### src/rtl/wfu_pkg.sv
// Shared types and default widths for the weight fetch unit.
// Provides WRITE_DIS (byte write enables all inactive) when the SoC has not already defined it.
`ifndef WRITE_DIS
`define WRITE_DIS 4'b1111
`endif

package wfu_pkg;

  localparam int WFU_ADDR_W = 17;
  localparam int WFU_DATA_W = 32;

  typedef enum logic [1:0] {
    IDLE,
    FETCH,
    DRAIN,
    DONE
  } wfu_state_t;

endpackage

### src/rtl/weight_fetch_unit_fifo.sv
// Prefetch FIFO for the weight fetch unit: entries hold {last, data}.
// Storage is not reset; only the pointers are.
module weight_prefetch_fifo #(
  parameter int DEPTH = 4,
  parameter int WIDTH = 33
) (
  input  logic                       clk,
  input  logic                       rst,
  input  logic                       push,
  input  logic                       pop,
  input  logic [WIDTH-1:0]           wdata,
  output logic [WIDTH-1:0]           rdata,
  output logic                       full,
  output logic                       empty,
  output logic [$clog2(DEPTH):0]     count
);

  localparam int AW = $clog2(DEPTH);

  logic [WIDTH-1:0] mem [DEPTH];
  logic [AW:0]      wr_ptr;
  logic [AW:0]      rd_ptr;
  logic             do_push;
  logic             do_pop;

  assign count   = wr_ptr - rd_ptr;
  assign full    = (count == (AW+1)'(DEPTH));
  assign empty   = (count == '0);
  assign do_pop  = pop && !empty;
  assign do_push = push && (!full || do_pop);
  assign rdata   = mem[rd_ptr[AW-1:0]];

  always_ff @(posedge clk) begin
    if (!rst) begin
      wr_ptr <= '0;
      rd_ptr <= '0;
    end else begin
      if (do_push) wr_ptr <= wr_ptr + (AW+1)'(1);
      if (do_pop)  rd_ptr <= rd_ptr + (AW+1)'(1);
    end
  end

  always_ff @(posedge clk) begin
    if (do_push) mem[wr_ptr[AW-1:0]] <= wdata;
  end

endmodule

### src/rtl/weight_fetch_unit.sv
// Streams base..base+len-1 weight words from the SRAM wrapper into the PE array.
// Optional feature macro: WFU_REPEAT_EN adds rep_i and streams the run rep_i times.
module weight_fetch_unit
  import wfu_pkg::*;
#(
  parameter int ADDR_W     = WFU_ADDR_W,
  parameter int DATA_W     = WFU_DATA_W,
  parameter int FIFO_DEPTH = 4,
  parameter int CNT_W      = 17
) (
  input  logic              clk,
  input  logic              rst,
  input  logic              start_i,
  input  logic [ADDR_W-1:0] base_i,
  input  logic [CNT_W-1:0]  len_i,
`ifdef WFU_REPEAT_EN
  input  logic [CNT_W-1:0]  rep_i,
`endif
  output logic              busy_o,
  output logic              done_o,
  input  logic              mem_gnt_i,
  output logic              mem_cs_o,
  output logic              mem_oe_o,
  output logic [ADDR_W-1:0] mem_addr_o,
  output logic [3:0]        mem_wreq_o,
  output logic [DATA_W-1:0] mem_wdata_o,
  input  logic [DATA_W-1:0] mem_rdata_i,
  output logic              w_valid_o,
  input  logic              w_ready_i,
  output logic [DATA_W-1:0] w_data_o,
  output logic              w_last_o
);

  localparam int CW = $clog2(FIFO_DEPTH) + 1;
  localparam logic [CW:0] OCC_MAX = (CW+1)'(FIFO_DEPTH);

  wfu_state_t        state_q, state_d;
  logic [ADDR_W-1:0] base_q, rd_addr_q, sv_addr_q;
  logic [CNT_W-1:0]  len_q, rem_q, pass_q, sv_rem_q, sv_pass_q, reps;
  logic              inflight_q, infl_last_q;
  logic              start_ok, issue, capture, discard, last_of_pass;
  logic              pop, pop_last;
  logic [DATA_W:0]   fifo_rdata;
  logic              fifo_full, fifo_empty;
  logic [CW-1:0]     fifo_count;
  logic [CW:0]       occ;

`ifdef WFU_REPEAT_EN
  assign reps = (rep_i == '0) ? CNT_W'(1) : rep_i;
`else
  assign reps = CNT_W'(1);
`endif

  assign start_ok     = (state_q == IDLE) && start_i;
  assign occ          = {1'b0, fifo_count} + {{CW{1'b0}}, inflight_q};
  assign issue        = (state_q == FETCH) && mem_gnt_i && (pass_q != '0)
                        && !fifo_full && (occ < OCC_MAX);
  assign last_of_pass = (rem_q == CNT_W'(1));
  // A read returns one cycle later; it only lands if the bus is still ours.
  assign capture      = inflight_q && mem_gnt_i;
  assign discard      = inflight_q && !mem_gnt_i;
  assign pop          = w_valid_o && w_ready_i;
  assign pop_last     = pop && fifo_rdata[DATA_W];

  weight_prefetch_fifo #(
    .DEPTH (FIFO_DEPTH),
    .WIDTH (DATA_W + 1)
  ) u_fifo (
    .clk   (clk),
    .rst   (rst),
    .push  (capture),
    .pop   (pop),
    .wdata ({infl_last_q, mem_rdata_i}),
    .rdata (fifo_rdata),
    .full  (fifo_full),
    .empty (fifo_empty),
    .count (fifo_count)
  );

  always_comb begin
    state_d = state_q;
    case (state_q)
      IDLE:    if (start_i) state_d = (len_i != '0) ? FETCH : DONE;
      FETCH:   if (pop_last) state_d = DONE;
               else if ((pass_q == '0) && !inflight_q) state_d = DRAIN;
      DRAIN:   if (pop_last) state_d = DONE;
      DONE:    state_d = IDLE;
      default: state_d = IDLE;
    endcase
  end

  always_ff @(posedge clk) begin
    if (!rst) begin
      state_q    <= IDLE;
      inflight_q <= 1'b0;
      rem_q      <= '0;
      pass_q     <= '0;
    end else begin
      state_q    <= state_d;
      inflight_q <= issue;
      if (start_ok) begin
        rem_q  <= len_i;
        pass_q <= (len_i == '0) ? '0 : reps;
      end else if (issue) begin
        if (last_of_pass) begin
          rem_q  <= len_q;
          pass_q <= pass_q - CNT_W'(1);
        end else begin
          rem_q  <= rem_q - CNT_W'(1);
        end
      end else if (discard) begin
        rem_q  <= sv_rem_q;
        pass_q <= sv_pass_q;
      end
    end
  end

  // Address path; sv_* snapshot the issue so a dropped grant can rewind exactly one word.
  always_ff @(posedge clk) begin
    if (start_ok) begin
      base_q    <= base_i;
      len_q     <= len_i;
      rd_addr_q <= base_i;
    end else if (issue) begin
      sv_addr_q   <= rd_addr_q;
      sv_rem_q    <= rem_q;
      sv_pass_q   <= pass_q;
      infl_last_q <= last_of_pass && (pass_q == CNT_W'(1));
      rd_addr_q   <= last_of_pass ? base_q : rd_addr_q + ADDR_W'(1);
    end else if (discard) begin
      rd_addr_q <= sv_addr_q;
    end
  end

  assign busy_o      = (state_q == FETCH) || (state_q == DRAIN);
  assign done_o      = (state_q == DONE);
  assign mem_cs_o    = issue;
  assign mem_oe_o    = issue;
  assign mem_addr_o  = issue ? rd_addr_q : '0;
  assign mem_wreq_o  = `WRITE_DIS;
  assign mem_wdata_o = '0;
  assign w_valid_o   = !fifo_empty;
  assign w_data_o    = fifo_empty ? '0 : fifo_rdata[DATA_W-1:0];
  assign w_last_o    = !fifo_empty && fifo_rdata[DATA_W];

endmodule

### config.mk
export PLATFORM = sky130hd
export DESIGN_NAME = weight_fetch_unit
export DESIGN_NICKNAME = d
export VERILOG_FILES = /design/src/rtl/wfu_pkg.sv /design/src/rtl/weight_fetch_unit_fifo.sv /design/src/rtl/weight_fetch_unit.sv
export SDC_FILE = /design/constraint.sdc
export NUM_CORES = 1
export LEC_CHECK = 0
export ABC_AREA = 1
export CAP_MARGIN = 20
export CELL_PAD_IN_SITES_DETAIL_PLACEMENT = 0
export CELL_PAD_IN_SITES_GLOBAL_PLACEMENT = 1
export CORE_MARGIN = 2
export CORE_UTILIZATION = 43
export CTS_BUF_LIST = sky130_fd_sc_hd__clkbuf_8 sky130_fd_sc_hd__clkbuf_16
export CTS_CLUSTER_DIAMETER = 80
export DETAILED_ROUTE_END_ITERATION = 8
export PLACE_DENSITY = 0.91
export SLEW_MARGIN = 25
export SYNTH_ARGS = -nofsm -noshare
export SYNTH_HDL_FRONTEND = slang
export SYNTH_SLANG_ARGS = --single-unit
### constraint.sdc
create_clock -name clk -period 4.6 [get_ports clk]
set_clock_uncertainty 0.05 [all_clocks]
set_input_delay 0.92 -clock clk [delete_from_list [all_inputs] [get_ports clk]]
set_output_delay 0.92 -clock clk [all_outputs]
set_load 0.01 [all_outputs]
==> flow_summary.yaml <==
run_status:
  status: "finished clean"
sta:
  period_minus_slack_ns: 4.04
  fin_crit_sh_pct: 87.8
  whs_ns: 0.388
  hold_viol: 0
  timing.setup.tns_ns: 0
  max_clock_freq_ghz: 0.248
  rsz0062_at_grt: "no"
  finalWorstSetupSlack_ns: 0.560
  finalSetupViolCount: 0
  slew_headroom_pct: 43.3
  maxSlewViolCount: 0
  worst_slew_pin_slew_ns: 0.849
clocking:
  insertion_delay_ns: 0.54
  cts_tree: "yes"
  clock-root-buffer: "clkbuf_16"
  h-tree-depth: 1
  clk_pin_slew_ns: 0.06
  cts_hold_buf: 0
  ctsLongestPathBuffers: 3
  cts_setup_buffers: 0
  cts_sinks: 280
  cts_buffers: 29
  cts_resized: 0
pwr:
  power_leakage_uw: 0.00622
  vdd_drop_max_v: 0.000345
  powerDensity_mw_per_mm2: 638
grt:
  grt_max_degree: 99
  grt_pass1_vias: 8854
  antenna_found_initial: 0
  grt_overflow: 0
  grtUsageTotal_pct: 17.6
  grt_first_pass_wirelength_um: 44700
placed_design:
  hpwl_um: 17300
  place_ws_ns: 0.974
  gp_congestion: 0.819
  port_buffers: 125
floorplanning:
  io_pins: 162
  core_area_mm2: 0.0297
  start_util_pct: 43.8
  die_area_mm2: 0.0317
  rows: 63
  fp.dieW_um: 178
  die_y_um: 178
layout:
  drive_above_1_share_pct: 6.25
  area_delta_synth_final_pct: 18.2
  fin_nets: 1539
  final_util_pct: 51.8
  diodes: 0
  num-fill-cells: 2639
synth:
  ys_ff_latch: 280
  synthesis.area_mm2: 0.0130
  yosysUniqueCellTypes: 36
  yosys_warnings: 0
  seq_area_frac_synth_pct: 61.1
  async_flop_share_pct: 0
  synth-edff-count: 235
  syn_inst: 1337
  synth_top_flop_cell: "edfxtp_1"
  avgSynthCellArea_um2: 9.74
routing:
  vias_per_cell: 4.95
  firstDrtPassIters: 5
  via_count: 9216
  ant_nets: 0
  drc: 0
  drt_iter0_drc: 749
  wl_per_cell_um: 15.0
  routed_wl_um: 28000
setup_path:
  crit_path_max_fanout: 32
  startpoint_type: "flip-flop"
  end_kind: "output port"
  cp_data_required_time_ns: 3.63
  worstSetupPathType: "flip-flop to output port"
  arrival_ns: 3.07
worst_hold_path:
  hold_path_class: "flip-flop to flip-flop"
flow_run:
  maxCapViolCount: 0
layout by cell type, fill, tap and decap left out, types with 9 or more instances in the layout:
cell             synthesis  layout
a21oi_1                 23      23
buf_4                   41      13
clkbuf_16                0      29
clkdlybuf4s50_1          0     125
conb_1                   2      36
dfxtp_1                 45      44
edfxtp_1               235     235
ha_1                    17      17
inv_1                  123     130
nand2_1                287     287
nand3_1                 62      62
nor2_1                 204     201
nor3_1                   9       9
o211ai_1                16      16
o21ai_0                115     115
o22ai_1                 34      34
xor2_1                  26      26
report_power, final:
part | leakage, uW | switching (uW) | internal [uW] | total (uW)
Clock | 0.000488 | 939 | 1330 | 2270
Sequential | 0.00252 | 310 | 3240 | 3550
Combinational | 0.00321 | 2400 | 1600 | 4000
Total | 0.00622 | 3650 | 6170 | 9820
Yosys cell counts (4+ instances only):
cell	number	share of area (%)
nand2_1	287	8.3
edfxtp_1	235	54
nor2_1	204	5.9
inv_1	123	3.5
o21ai_0	115	4.4
nand3_1	62	2.4
dfxtp_1	45	6.9
buf_4	41	2.4
o22ai_1	34	1.6
clkbuf_1	30	0.86
xor2_1	26	1.7
a21oi_1	23	0.88
ha_1	17	1.6
o211ai_1	16	0.92
buf_2	10	0.38
buf_6	9	0.78
nor3_1	9	0.35
inv_2	5	0.14
nand2_2	5	0.24
nand4_1	5	0.24
or2_2	5	0.24
nor2_2	4	0.19
nor2_4	4	0.35
o21ai_1	4	0.15
cell type report:
class | instances | area (um^2) | share of cell area [%]
repair buffers | 140 | 1390 | 9.02
clock buffers | 34 | 795 | 5.16
well taps | 390 | 488 | 3.17
multi-input cells | 871 | 4140 | 26.9
inverters | 128 | 480 | 3.12
flip-flops and latches | 280 | 7960 | 51.7
clock inverters | 19 | 139 | 0.902
sequential cells by signal (all words and copies together) (netlist names), named ones only:
name	flops
rem_q	17
inflight_q	1
rd_addr_q	17
sv_rem_q	17
sv_addr_q	17
sv_pass_q	17
u_fifo.mem	132
state_q	2
infl_last_q	1
u_fifo.wr_ptr	3
len_q	17
u_fifo.rd_ptr	3
pass_q	17
base_q	17
per-stage QoR:
step	total power (uW)	area, um^2	cells
after floorplan	6160	13100	1371
after global placement	7530	14500	1809
after detailed placement	7600	14500	1809
after CTS	9890	15400	1862
after global routing	10500	15400	1862
final	9820	15400	1862
final timing paths:
kind | startpoint | end | slack [ns] | cells after the start
max | u_fifo.wr_ptr[0] | w_data_o[27] | 0.56 | 9
max reg2reg | u_fifo.wr_ptr[0] | pass_q[13] | 1.35 | 14
min reg2reg | pass_q[1] | sv_pass_q[1] | 0.39 | 0
min | pass_q[1] | sv_pass_q[1] | 0.39 | 0
critical path, stage by stage, from the launching register on:
cell	delay (ns)
dfxtp_1	0.39
inv_1	0.11
ha_1	0.20
fa_1	0.38
nand3b_1	0.21
nand3b_1	0.31
buf_12	0.24
nand2_1	0.10
inv_1	0.06
clkdlybuf4s50_1	0.52
metal layers:
| metal | track usage, % | routed length (um) | vias up |
|---|---|---|---|
| li1 | - | - | 4614 |
| met1 | 23.8 | 12600 | 4310 |
| met2 | 29.8 | 13400 | 254 |
| met3 | 2.32 | 1510 | 38 |
| met4 | 4.58 | 529 | 0 |
| met5 | 0 | 0 | - |
kinds of logic after synthesis:
family	after synthesis	share of synthesized area, %
and+or+nand+nor	593	18.7
DFF	280	61.1
buffers and inverters	220	8.14
AOI/OAI and AO/OA	196	8.27
xor gates and xnor gates	28	1.88
adders and majority gates	18	1.79
other	2	0.0577
(Power assumes the default switching activity.)
